===== src/rtl/sky130_sram_req_ctrl.sv =====
// rtl/sky130_sram_req_ctrl.sv - request-side controller for the 1RW port of a sky130 OpenRAM macro
//
// Turns a valid/ready request stream into registered macro pins and collects read data
// into a small response FIFO. A read is only accepted when the FIFO plus the reads still
// in the macro pipeline leave a free slot, so the FIFO can never overflow.
//
// Optional feature: define SKY130_SRAM_REQ_CTRL_INIT_EN to zero-fill the whole RAM after reset.
//
// Ports:
//   clk, rst_n                    clock (also macro clk0), synchronous active-low reset
//   req_valid/req_ready           request handshake; req_we/req_addr/req_wdata/req_wmask payload
//   rsp_valid/rsp_ready/rsp_rdata read response stream, in request order
//   init_done                     high once the controller accepts traffic
//   sram_csb0/web0/wmask0/addr0/din0  registered macro port-0 inputs
//   sram_dout0                    macro port-0 read data
module sky130_sram_req_ctrl #(
    parameter int DATA_WIDTH = 64,
    parameter int ADDR_WIDTH = 8,
    parameter int NUM_WMASKS = 8,
    parameter int RSP_DEPTH  = 2
) (
    input  logic                  clk,
    input  logic                  rst_n,
    input  logic                  req_valid,
    output logic                  req_ready,
    input  logic                  req_we,
    input  logic [ADDR_WIDTH-1:0] req_addr,
    input  logic [DATA_WIDTH-1:0] req_wdata,
    input  logic [NUM_WMASKS-1:0] req_wmask,
    output logic                  rsp_valid,
    input  logic                  rsp_ready,
    output logic [DATA_WIDTH-1:0] rsp_rdata,
    output logic                  init_done,
    output logic                  sram_csb0,
    output logic                  sram_web0,
    output logic [NUM_WMASKS-1:0] sram_wmask0,
    output logic [ADDR_WIDTH-1:0] sram_addr0,
    output logic [DATA_WIDTH-1:0] sram_din0,
    input  logic [DATA_WIDTH-1:0] sram_dout0
);

    localparam int PTR_W = (RSP_DEPTH > 1) ? $clog2(RSP_DEPTH) : 1;
    localparam int CNT_W = PTR_W + 1;

    localparam logic [1:0] ST_RESET = 2'd0;
    localparam logic [1:0] ST_INIT  = 2'd1;
    localparam logic [1:0] ST_RUN   = 2'd2;

    logic [1:0]            state_q, state_d;
    logic                  sram_csb0_q, sram_csb0_d;
    logic                  sram_web0_q, sram_web0_d;
    logic [NUM_WMASKS-1:0] sram_wmask0_q, sram_wmask0_d;
    logic [ADDR_WIDTH-1:0] sram_addr0_q, sram_addr0_d;
    logic [DATA_WIDTH-1:0] sram_din0_q, sram_din0_d;
    // bit 0: read on the pins this cycle; bit 1: macro is presenting that read's data
    logic [1:0]            rd_pipe_q, rd_pipe_d;
    logic [DATA_WIDTH-1:0] fifo_mem_q [RSP_DEPTH];
    logic [DATA_WIDTH-1:0] fifo_mem_d [RSP_DEPTH];
    logic [PTR_W-1:0]      wr_ptr_q, wr_ptr_d;
    logic [PTR_W-1:0]      rd_ptr_q, rd_ptr_d;
    logic [CNT_W-1:0]      count_q, count_d;
`ifdef SKY130_SRAM_REQ_CTRL_INIT_EN
    logic [ADDR_WIDTH-1:0] init_addr_q, init_addr_d;
`endif

    logic                  run;
    logic                  credit;
    logic                  req_fire;
    logic                  push;
    logic                  pop;
    logic [CNT_W:0]        occupancy;

    assign run       = (state_q == ST_RUN);
    // Registered count only: a pop in this cycle frees its slot from the next cycle on,
    // which keeps rsp_ready out of the req_ready path.
    assign occupancy = (CNT_W+1)'(count_q) + (CNT_W+1)'(rd_pipe_q[0]) + (CNT_W+1)'(rd_pipe_q[1]);
    assign credit    = occupancy < (CNT_W+1)'(RSP_DEPTH);
    assign req_ready = run & (req_we | credit);
    assign req_fire  = req_valid & req_ready;
    assign push      = rd_pipe_q[1];
    assign rsp_valid = (count_q != '0);
    assign pop       = rsp_valid & rsp_ready;
    assign rsp_rdata = fifo_mem_q[rd_ptr_q];
    assign init_done = run;

    assign sram_csb0   = sram_csb0_q;
    assign sram_web0   = sram_web0_q;
    assign sram_wmask0 = sram_wmask0_q;
    assign sram_addr0  = sram_addr0_q;
    assign sram_din0   = sram_din0_q;

    always_comb begin
        state_d       = state_q;
        sram_csb0_d   = 1'b1;
        sram_web0_d   = 1'b1;
        sram_wmask0_d = sram_wmask0_q;
        sram_addr0_d  = sram_addr0_q;
        sram_din0_d   = sram_din0_q;
        rd_pipe_d     = {rd_pipe_q[0], 1'b0};
`ifdef SKY130_SRAM_REQ_CTRL_INIT_EN
        init_addr_d   = init_addr_q;
`endif

        case (state_q)
            ST_RESET: begin
`ifdef SKY130_SRAM_REQ_CTRL_INIT_EN
                state_d     = ST_INIT;
                init_addr_d = '0;
`else
                state_d     = ST_RUN;
`endif
            end
            ST_INIT: begin
`ifdef SKY130_SRAM_REQ_CTRL_INIT_EN
                sram_csb0_d   = 1'b0;
                sram_web0_d   = 1'b0;
                sram_wmask0_d = '1;
                sram_din0_d   = '0;
                sram_addr0_d  = init_addr_q;
                init_addr_d   = init_addr_q + 1'b1;
                if (init_addr_q == '1) begin
                    state_d = ST_RUN;
                end
`else
                state_d = ST_RUN;
`endif
            end
            ST_RUN: begin
                if (req_fire) begin
                    sram_csb0_d  = 1'b0;
                    sram_web0_d  = ~req_we;
                    sram_addr0_d = req_addr;
                    if (req_we) begin
                        sram_din0_d   = req_wdata;
                        sram_wmask0_d = req_wmask;
                    end else begin
                        rd_pipe_d[0] = 1'b1;
                    end
                end
            end
            default: state_d = ST_RESET;
        endcase
    end

    always_comb begin
        fifo_mem_d = fifo_mem_q;
        wr_ptr_d   = wr_ptr_q;
        rd_ptr_d   = rd_ptr_q;
        count_d    = count_q + CNT_W'(push) - CNT_W'(pop);
        if (push) begin
            fifo_mem_d[wr_ptr_q] = sram_dout0;
            wr_ptr_d             = wr_ptr_q + 1'b1;
        end
        if (pop) begin
            rd_ptr_d = rd_ptr_q + 1'b1;
        end
    end

    always_ff @(posedge clk) begin
        if (!rst_n) begin
            state_q       <= ST_RESET;
            sram_csb0_q   <= 1'b1;
            sram_web0_q   <= 1'b1;
            sram_wmask0_q <= '0;
            sram_addr0_q  <= '0;
            sram_din0_q   <= '0;
            rd_pipe_q     <= '0;
            wr_ptr_q      <= '0;
            rd_ptr_q      <= '0;
            count_q       <= '0;
            for (int i = 0; i < RSP_DEPTH; i++) begin
                fifo_mem_q[i] <= '0;
            end
`ifdef SKY130_SRAM_REQ_CTRL_INIT_EN
            init_addr_q   <= '0;
`endif
        end else begin
            state_q       <= state_d;
            sram_csb0_q   <= sram_csb0_d;
            sram_web0_q   <= sram_web0_d;
            sram_wmask0_q <= sram_wmask0_d;
            sram_addr0_q  <= sram_addr0_d;
            sram_din0_q   <= sram_din0_d;
            rd_pipe_q     <= rd_pipe_d;
            wr_ptr_q      <= wr_ptr_d;
            rd_ptr_q      <= rd_ptr_d;
            count_q       <= count_d;
            fifo_mem_q    <= fifo_mem_d;
`ifdef SKY130_SRAM_REQ_CTRL_INIT_EN
            init_addr_q   <= init_addr_d;
`endif
        end
    end

    // The credit rule makes a push into a full FIFO without a matching pop unreachable.
    assert property (@(posedge clk) disable iff (!rst_n)
        !(push && !pop && (count_q == CNT_W'(RSP_DEPTH))));

endmodule

===== config.mk =====
export PLATFORM = sky130hd
export DESIGN_NAME = sky130_sram_req_ctrl
export DESIGN_NICKNAME = d
export VERILOG_FILES = /design/src/rtl/sky130_sram_req_ctrl.sv
export SDC_FILE = /design/constraint.sdc
export NUM_CORES = 1
export LEC_CHECK = 0
export BUFFER_PORTS_ARGS = -buffer_cell sky130_fd_sc_hd__buf_2
export CAP_MARGIN = 20
export CORE_UTILIZATION = 46
export CTS_CLUSTER_SIZE = 8
export DETAILED_ROUTE_END_ITERATION = 8
export MAX_ROUTING_LAYER = met4
export PLACE_DENSITY = 0.85
export SYNTH_ARGS = -nofsm -noshare
export SYNTH_HDL_FRONTEND = slang
export SYNTH_SLANG_ARGS = --single-unit
export TNS_END_PERCENT = 50

===== constraint.sdc =====
create_clock -name clk -period 1.6 [get_ports clk]
set_input_delay 0.08 -clock clk [delete_from_list [all_inputs] [get_ports clk]]
set_output_delay 0.08 -clock clk [all_outputs]
set_load 0.1 [all_outputs]

==> results.sh, run 1 <==
export IMPL_pin_count=298
export IMPL_setup_violations_final=65
export IMPL_status="finished, violations left"
export IMPL_clk_pin_slew_ns=0.05
export IMPL_clk_latency_ns=0.54
export IMPL_htree_levels=1
export IMPL_drt_pass1_iterations=7
export IMPL_p_per_area_mw_per_mm2=1070
export IMPL_vias_per_cell=5.42
export IMPL_remaining_drc_errors=0
export IMPL_fmax_ghz=0.541
export IMPL_final_setup_tns_ns=-13.54
export IMPL_cts_buffers=31
export IMPL_syn_area_per_cell_sq_um=8.69
export IMPL_crit_path_max_incr_delay_ns=0.43
export IMPL_nets=1596
export IMPL_grt_pass1_vias=9268
export IMPL_rows=50
export IMPL_overflow=0
export IMPL_area_delta_synth_final_pct=51.6
export IMPL_hpwl_microns=15400
export IMPL_routedWlPerCell_microns=18.4
export IMPL_ys_warn_count=0
export IMPL_synth_area_leaders="dfxtp_1, nand2_1, a21boi_1, mux2_2, a21boi_0"
export IMPL_crit_type="reg -> out"
export IMPL_netlist_instances=1022
export IMPL_synth_top_area_share=0.489
export IMPL_path_cells="buf_12, mux2_2, buf_6"
export IMPL_antenna_found_initial=0
export IMPL_grt_pass1_wl_microns=47200
export IMPL_grt_util_all_layers=0.307
export IMPL_start_kind="flop"
export IMPL_cts_buffer_depth=3
export IMPL_syn_nets=1174
export IMPL_cpMaxStageDelayCell="dfxtp_4"
export IMPL_place_area_sq_mm=0.0106
export IMPL_rsz0062_at_grt="true"
export IMPL_routabilityCongestion=0.831
export IMPL_yosysMostFrequentCell="nand2_1"
export IMPL_synth_area_sq_mm=0.00888
export IMPL_grt_max_degree=118
export IMPL_die_w_microns=141
export IMPL_fin_area_sq_mm=0.0135
export IMPL_cts_root_buf="clkbuf_16"
export IMPL_vias=9250
export IMPL_synth_top_area_cell="dfxtp_1"
export IMPL_cts_sinks=217
export IMPL_relSlewSlack=0.639
export IMPL_synthArstFlopShare=0
export IMPL_wl_microns=31400
export IMPL_drive_above_1_share=0.302
export IMPL_cp_num_buf_inv=2
export IMPL_cp_arrival_ns=1.77
export IMPL_drt_iter0_drc=489
export IMPL_critPathRequiredTime_ns=1.52
export IMPL_slew_viol_final=0
export IMPL_synth_common_cells="nand2_1, dfxtp_1, a21boi_1"
export IMPL_maxCapViolations=0
export IMPL_worstMarginPinSlew_ns=0.546
export IMPL_synthFlopType="dfxtp_1"
export IMPL_portBuffers=297
export IMPL_hold_path_class="in -> reg"
export IMPL_failed_checks="negative setup slack"
export IMPL_leakagePower_uw=0.00555
export IMPL_worstSetupEndpointType="output port"
export IMPL_fin_ws_ns=-0.248
export IMPL_ant_nets=0
export IMPL_path_delay_family="flip-flops"
export IMPL_start_util=0.472
export IMPL_ys_ff_latch=217
export IMPL_post_route_period_util=1.15
export IMPL_synth_enable_flop_cells=0
export IMPL_synth_cell_type_count=25
export IMPL_r2r_setup_slack_ns=0.13
export IMPL_period_needed_ns=1.85
export IMPL_fin_skew_ns=0.0198
export IMPL_holdWs_ns=0.124
export IMPL_crit_fanout=19
export IMPL_yosysSeqAreaShare=0.489
export IMPL_die_area_sq_mm=0.0199
export IMPL_hold_viol=0
export IMPL_peakVddDrop_v=0.000788
export IMPL_die_h_microns=141
export IMPL_cts_tree="yes"
export IMPL_core_area_sq_mm=0.0188
[power breakdown]
group | total [uW] | switching [uW] | internal, uW
sequential | 5710 | 137 | 5580
combinational | 3150 | 1960 | 1190
clock | 5560 | 2180 | 3380
[cell families (layout without fill, tap and decap cells)]
family | count (synthesis) | in the layout | share of synthesized area
and+or+nand+nor | 432 | 432 | 0.189
AOI/OAI and AO/OA | 221 | 221 | 0.190
DFF | 217 | 217 | 0.489
buffers and inverters | 82 | 505 | 0.0434
muxes | 64 | 64 | 0.0811
adders and majority gates | 3 | 3 | 0.00423
xor gates and xnor gates | 3 | 3 | 0.00296
other | 0 | 1 | 0
[layout by cell type, fill, tap and decap left out, drive strengths merged, types with 5 or more instances in the layout]
cell type / count
o2111ai: 8
and2: 5
dlygate4sd3: 147
clkbuf: 34
o221ai: 8
mux2: 64
nand2: 409
buf: 320
dfxtp: 217
a21boi: 201
or2: 9
[worst paths after layout]
kind | start | to | depth (start not counted)
worst min-delay path | req_valid | sram_web0 | 4
worst max-delay path | rd_ptr_q | rsp_rdata[30] | 3
worst min register to register | fifo_mem_q[124] | fifo_mem_q[124] | 2
worst max register to register | rd_pipe_q[1] | fifo_mem_q[64] | 5
[registers in the layout, summed over array words and instances (netlist names)]
signal       count
rd_ptr_q         1
fifo_mem_q     128
sram_wmask0      8
rd_pipe_q        2
wr_ptr_q         1
state_q          1
count_q          2
sram_addr0       8
sram_csb0        1
sram_web0        1
sram_din0       64
[timing repair]
action	in CTS	in global routing
resized for setup	133	19
endpoints found under the setup margin	66	65
hold buffers	147	0
gates cloned	0	2
hold endpoints to repair	213	0
buffers inserted	0	1
[worst reg2reg max path, delay by kind of cell, from the launching register on]
family,cells,cell delay (ns)
AOI/OAI and AO/OA,1,0.24
buffers and inverters,2,0.43
and+or+nand+nor,2,0.33
DFF,1,0.35
[area by class of cell]
| cell class | count | area (sq um) |
|---|---|---|
| tap | 260 | 325 |
| fill | 1165 | 5360 |
| clock buffer | 32 | 779 |
| clock inverter | 2 | 17.5 |
| sequential | 217 | 4350 |
| inverter | 2 | 7.51 |
| antenna | 1 | 2.50 |
| multi-input combinational | 723 | 4200 |
| timing repair buffer | 469 | 3780 |
[routing by layer]
| layer | vias to the layer above | track usage | part of all wire | routed length [microns] |
|---|---|---|---|---|
| met1 | 4337 | 0.310 | 0.35 | 11000 |
| met2 | 571 | 0.541 | 0.51 | 15800 |
| met4 | 0 | 0.192 | 0.063 | 1990 |
| met5 | - | - | 0 | 0 |
| li1 | 4175 | - | - | - |
| met3 | 167 | 0.0679 | 0.081 | 2540 |
[through the flow]
step | util | std cells | power [uW] | worst slack [ns]
after CTS | 0.708 | 1702 | 14300 | -0.258
after global placement | 0.565 | 1521 | 8320 | 0.174
after global routing | 0.715 | 1705 | 14900 | -0.283
after floorplan | - | 1022 | 7700 | -0.176
final | 0.715 | 1706 | 14400 | -0.248
after detailed placement | 0.565 | 1521 | 8350 | 0.170
(Power assumes the default switching activity.)
==> run 2: changes to the inputs <==
--- a/config.mk
+++ b/config.mk
@@ -7,11 +7,13 @@
 export LEC_CHECK = 0
 export BUFFER_PORTS_ARGS = -buffer_cell sky130_fd_sc_hd__buf_2
 export CAP_MARGIN = 20
-export CORE_UTILIZATION = 46
+export CELL_PAD_IN_SITES_DETAIL_PLACEMENT = 1
+export CELL_PAD_IN_SITES_GLOBAL_PLACEMENT = 1
+export CORE_UTILIZATION = 33
 export CTS_CLUSTER_SIZE = 8
 export DETAILED_ROUTE_END_ITERATION = 8
 export MAX_ROUTING_LAYER = met4
-export PLACE_DENSITY = 0.85
+export PLACE_DENSITY = 0.84
 export SYNTH_ARGS = -nofsm -noshare
 export SYNTH_HDL_FRONTEND = slang
 export SYNTH_SLANG_ARGS = --single-unit
==> results.sh, run 2 (synthesis gave the netlist of run 1 again) <==
export IMPL_status="finished, violations left"
export IMPL_failed_checks="design-rule violations, negative setup slack"
export IMPL_ant_nets=0
export IMPL_mostFrequentLayoutCells="nand2_1, buf_2, dfxtp_1"
export IMPL_holdWs_ns=0.0234
export IMPL_fin_ws_ns=-0.277
export IMPL_total_power_uw=15300
export IMPL_antenna_found_initial=3
export IMPL_htree_levels=1
export IMPL_vias=9334
export IMPL_area_delta_synth_final_pct=58.2
export IMPL_die_w_microns=166
export IMPL_worstMarginPinSlew_ns=0.543
export IMPL_die_area_sq_mm=0.0276
export IMPL_hold_path_class="in -> reg"
export IMPL_portBuffers=297
export IMPL_path_cells="buf_12, clkbuf_16, mux2_2, buf_6"
export IMPL_peakVddDrop_v=0.000741
export IMPL_slew_viol_final=0
export IMPL_final_common_cell="nand2_1"
export IMPL_cts_buffer_depth=3
export IMPL_relSlewSlack=0.641
export IMPL_cts_root_buf="clkbuf_16"
export IMPL_p_per_area_mw_per_mm2=1090
export IMPL_dpl_worst_slack_ns=0.117
export IMPL_grt_pass1_wl_microns=57900
export IMPL_regMostFlops="fifo_mem_q"
export IMPL_worstSetupEndpointType="output port"
export IMPL_leakagePower_uw=0.00573
export IMPL_vias_per_cell=5.19
export IMPL_overflow=0
export IMPL_clk_pin_slew_ns=0.05
export IMPL_routedWlPerCell_microns=21.9
export IMPL_grt_pass1_vias=10400
export IMPL_drt_pass1_iterations=9
export IMPL_wl_microns=39300
export IMPL_rows=59
export IMPL_pin_count=298
export IMPL_post_route_period_util=1.17
export IMPL_die_h_microns=166
export IMPL_core_area_sq_mm=0.0262
export IMPL_period_needed_ns=1.88
export IMPL_routabilityCongestion=0.783
export IMPL_crit_fanout=7
export IMPL_hpwl_microns=19300
export IMPL_rsz0062_at_grt="true"
export IMPL_drive_above_1_share=0.311
export IMPL_largest_register_ffs=128
export IMPL_cp_num_buf_inv=3
export IMPL_fillCellCount=2909
export IMPL_grt_util_all_layers=0.273
export IMPL_cts_buffers=31
export IMPL_setup_violations_final=66
export IMPL_cts_sinks=217
export IMPL_maxCapViolations=0
export IMPL_fin_skew_ns=0.0161
export IMPL_crit_path_max_incr_delay_ns=0.37
export IMPL_cpMaxStageDelayCell="dfxtp_4"
export IMPL_remaining_drc_errors=17
export IMPL_path_delay_family="buffers and inverters"
export IMPL_critPathRequiredTime_ns=1.52
export IMPL_start_kind="flop"
export IMPL_grt_max_degree=104
export IMPL_start_util=0.339
export IMPL_nets=1611
export IMPL_cts_tree="yes"
export IMPL_cp_arrival_ns=1.80
export IMPL_hold_viol=0
export IMPL_crit_type="reg -> out"
export IMPL_clk_latency_ns=0.55
export IMPL_drt_iter0_drc=532
export IMPL_fmax_ghz=0.533
==> run 2: cell types whose count changed in the layout (fill, tap and decap cells not counted), moves of 2 or more <==
| cell | change |
|---|---|
| buf_6 | -9 |
| ha_1 | -2 |
| diode_2 | +2 |
| mux2_4 | +22 |
| buf_12 | +25 |
| buf_4 | +4 |
| buf_8 | -6 |
| mux2_2 | -22 |
==> run 2: tightest hold or removal path, cell delays in order <==
cell and delay (ns):
buf_2 0.10, o21a_4 0.16, xnor2_1 0.13, nor2b_1 0.05
==> run 2: path summary, 6_finish.rpt <==
check / from / endpoint / slack, ns / cells past startpoint
worst max register to register: count_q[0] / count_q[1] / 0.03 / 7
worst max-delay path: rd_ptr_q / rsp_rdata[31] / -0.28 / 4
worst min register to register: sram_wmask0[6] / sram_wmask0[6] / 0.45 / 2
worst min-delay path: rsp_ready / rd_ptr_q / 0.02 / 4
==> run 2: where the power goes <==
group          internal [uW]  switching (uW)
Combinational           1590            2260
Clock                   3390            2340
Sequential              5570             111
==> run 2: final cells by class <==
class / count / area, sq um / share of cell area
flip-flops and latches: 217 / 4350 / 0.310
multi-input cells: 723 / 4300 / 0.306
repair buffers: 484 / 4160 / 0.296
clock buffers: 33 / 783 / 0.0557
well taps: 335 / 419 / 0.0298
clock inverters: 2 / 16.3 / 0.00116
inverters: 2 / 7.51 / 0.000534
diodes: 3 / 7.51 / 0.000534
==> run 2: per-stage QoR <==
stage	setup TNS [ns]	instances	utilization	cell area [sq um]
floorplan	-0.176	1022	-	8890
global placement	0	1603	0.413	10800
detailed placement	0	1603	0.413	10800
CTS	-14.26	1789	0.522	13700
global route	-16.68	1799	0.536	14100
finish	-14.34	1799	0.536	14100
==> run 2: per-layer routing <==
layer	vias to the layer above	share of wire	wire length [microns]	global-route usage
met3	121	0.058	2280	0.0577
met2	406	0.53	20800	0.489
met4	0	0.041	1630	0.108
met5	-	0	0	-
met1	4587	0.37	14700	0.292
li1	4220	-	-	-
==> run 2: repair_timing <==
item / 4_1_cts / 5_1_grt
gates cloned: 0 / 4
hold buffers: 146 / 0
setup buffers: 6 / 3
hold endpoints to repair: 211 / 0
pin swaps: 2 / 3
setup endpoints to repair: 66 / 66
gates resized for setup: 166 / 61
==> run 3: changes to the inputs <==
--- a/config.mk
+++ b/config.mk
@@ -10,9 +10,8 @@
 export CELL_PAD_IN_SITES_DETAIL_PLACEMENT = 1
 export CELL_PAD_IN_SITES_GLOBAL_PLACEMENT = 1
 export CORE_UTILIZATION = 33
-export CTS_CLUSTER_SIZE = 8
 export DETAILED_ROUTE_END_ITERATION = 8
-export MAX_ROUTING_LAYER = met4
+export GPL_TIMING_DRIVEN = 1
 export PLACE_DENSITY = 0.84
 export SYNTH_ARGS = -nofsm -noshare
 export SYNTH_HDL_FRONTEND = slang
==> results.sh, run 3 (synthesis gave the netlist of run 1 again) <==
export IMPL_p_per_area_mw_per_mm2=1070
export IMPL_mostFrequentLayoutCells="nand2_1, buf_2, dfxtp_1"
export IMPL_routedWlPerCell_microns=21.8
export IMPL_final_common_cell="nand2_1"
export IMPL_place_area_sq_mm=0.0108
export IMPL_largest_register_ffs=128
export IMPL_setup_violations_final=65
export IMPL_clk_latency_ns=0.52
export IMPL_failed_checks="design-rule violations, negative setup slack"
export IMPL_cts_buffer_depth=3
export IMPL_peakVddDrop_v=0.000817
export IMPL_holdWs_ns=0.0444
export IMPL_rows=59
export IMPL_grt_util_all_layers=0.260
export IMPL_fin_ws_ns=-0.246
export IMPL_power_frac_comb=0.258
export IMPL_overflow=0
export IMPL_min_delay_start="req_valid"
export IMPL_core_area_sq_mm=0.0262
export IMPL_nets=1604
export IMPL_leakagePower_uw=0.00578
export IMPL_drive_above_1_share=0.314
export IMPL_ant_nets=0
export IMPL_period_needed_ns=1.85
export IMPL_final_util=0.544
export IMPL_die_w_microns=166
export IMPL_hold_viol=0
export IMPL_cp_arrival_ns=1.77
export IMPL_p_switching_uw=4770
export IMPL_critPathRequiredTime_ns=1.52
export IMPL_fmax_ghz=0.542
export IMPL_whs_endpoint="sram_web0"
export IMPL_pin_count=298
export IMPL_p_int_uw=10500
export IMPL_cts_buffers=25
export IMPL_maxCapViolations=0
export IMPL_hold_path_class="in -> reg"
export IMPL_sw_frac_of_total=0.312
export IMPL_final_setup_tns_ns=-13.05
export IMPL_hpwl_microns=19300
export IMPL_crit_fanout=8
export IMPL_area_delta_synth_final_pct=60.6
export IMPL_fin_skew_ns=0.0206
export IMPL_fin_area_sq_mm=0.0143
export IMPL_r2r_setup_slack_ns=0.03
export IMPL_p_seq_frac=0.372
export IMPL_antenna_found_initial=3
export IMPL_start_kind="flop"
export IMPL_worstSetupEndpointType="output port"
export IMPL_clk_pin_slew_ns=0.06
export IMPL_crit_start="rd_ptr_q"
export IMPL_r2r_worst_path_cells=6
export IMPL_drt_iter0_drc=485
export IMPL_relSlewSlack=0.616
export IMPL_dpl_worst_slack_ns=0.117
export IMPL_rr_endpoint="sram_addr0[7]"
export IMPL_remaining_drc_errors=18
export IMPL_post_route_period_util=1.15
export IMPL_crit_type="reg -> out"
export IMPL_vias=9304
export IMPL_grt_pass1_vias=10200
export IMPL_die_area_sq_mm=0.0276
export IMPL_cts_tree="yes"
export IMPL_status="finished, violations left"
export IMPL_htree_levels=1
export IMPL_cts_root_buf="clkbuf_16"
export IMPL_drt_pass1_iterations=6
export IMPL_grt_pass1_wl_microns=57200
export IMPL_timing_rr_start="count_q[0]"
export IMPL_start_util=0.339
export IMPL_portBuffers=297
export IMPL_regMostFlops="fifo_mem_q"
export IMPL_slew_viol_final=0
export IMPL_grt_max_degree=104
export IMPL_worstMarginPinSlew_ns=0.580
export IMPL_whs_path_depth=3
export IMPL_clkPwrFrac=0.370
export IMPL_routabilityCongestion=0.773
export IMPL_rsz0062_at_grt="true"
export IMPL_wl_microns=39500
export IMPL_cts_sinks=217
export IMPL_die_h_microns=166
export IMPL_vias_per_cell=5.15
[run 3: area by class of cell]
| type | count | area [sq um] |
|---|---|---|
| Tap cell | 335 | 419 |
| Sequential cell | 217 | 4350 |
| Clock buffer | 33 | 716 |
| Antenna cell | 3 | 7.51 |
| Fill cell | 2867 | 11900 |
| Multi-Input combinational cell | 723 | 4350 |
| Inverter | 2 | 7.51 |
| Clock inverter | 11 | 86.3 |
| Timing Repair Buffer | 483 | 4320 |
[run 3: critical path, cell delays in order (launching register included)]
cell and delay (ns):
dfxtp_4 0.39, buf_12 0.16, buf_12 0.15, mux2_2 0.35, buf_6 0.19
[run 3: metal layers]
layer / part of all wire / GRT usage / vias up / routed length, microns
met4: 0.040 / 0.0951 / 0 / 1560
li1: - / - / 4230 / -
met1: 0.37 / 0.277 / 4569 / 14500
met2: 0.53 / 0.499 / 395 / 21100
met5: 0 / 0 / - / 0
met3: 0.060 / 0.0548 / 110 / 2360
[run 3: through the flow]
stage / total power, uW / instances
global route: 15700 / 1807
finish: 15300 / 1807
floorplan: 7700 / 1022
detailed placement: 8550 / 1603
CTS: 14700 / 1799
global placement: 8470 / 1603
[run 3: worst max-delay path by stage]
stage	slack, ns	endpoint	cells past startpoint
2_1_floorplan	-0.18	req_ready	4
3_5_place_dp	0.12	count_q[1]	6
3_3_place_gp	0.16	rsp_rdata[63]	3
4_1_cts	-0.30	req_ready	4
6_report	-0.25	rsp_rdata[0]	4
5_1_grt	-0.28	rsp_rdata[1]	4
[run 3: timing repair]
action	in CTS	in global routing
hold buffers	147	0
pin swaps	2	3
endpoints found under the setup margin	66	67
gates resized for setup	164	116
endpoints found under the hold margin	212	0
setup buffers	5	1
cloned	0	4
[run 3: power groups by stage]
stage	clock [uW]	combinational (uW)	sequential, uW
3_3_place_gp	0	2680	5790
6_report	5660	3940	5670
4_1_cts	5690	3370	5650
2_1_floorplan	0	1380	6320
5_1_grt	5970	4070	5690
3_5_place_dp	0	2750	5800
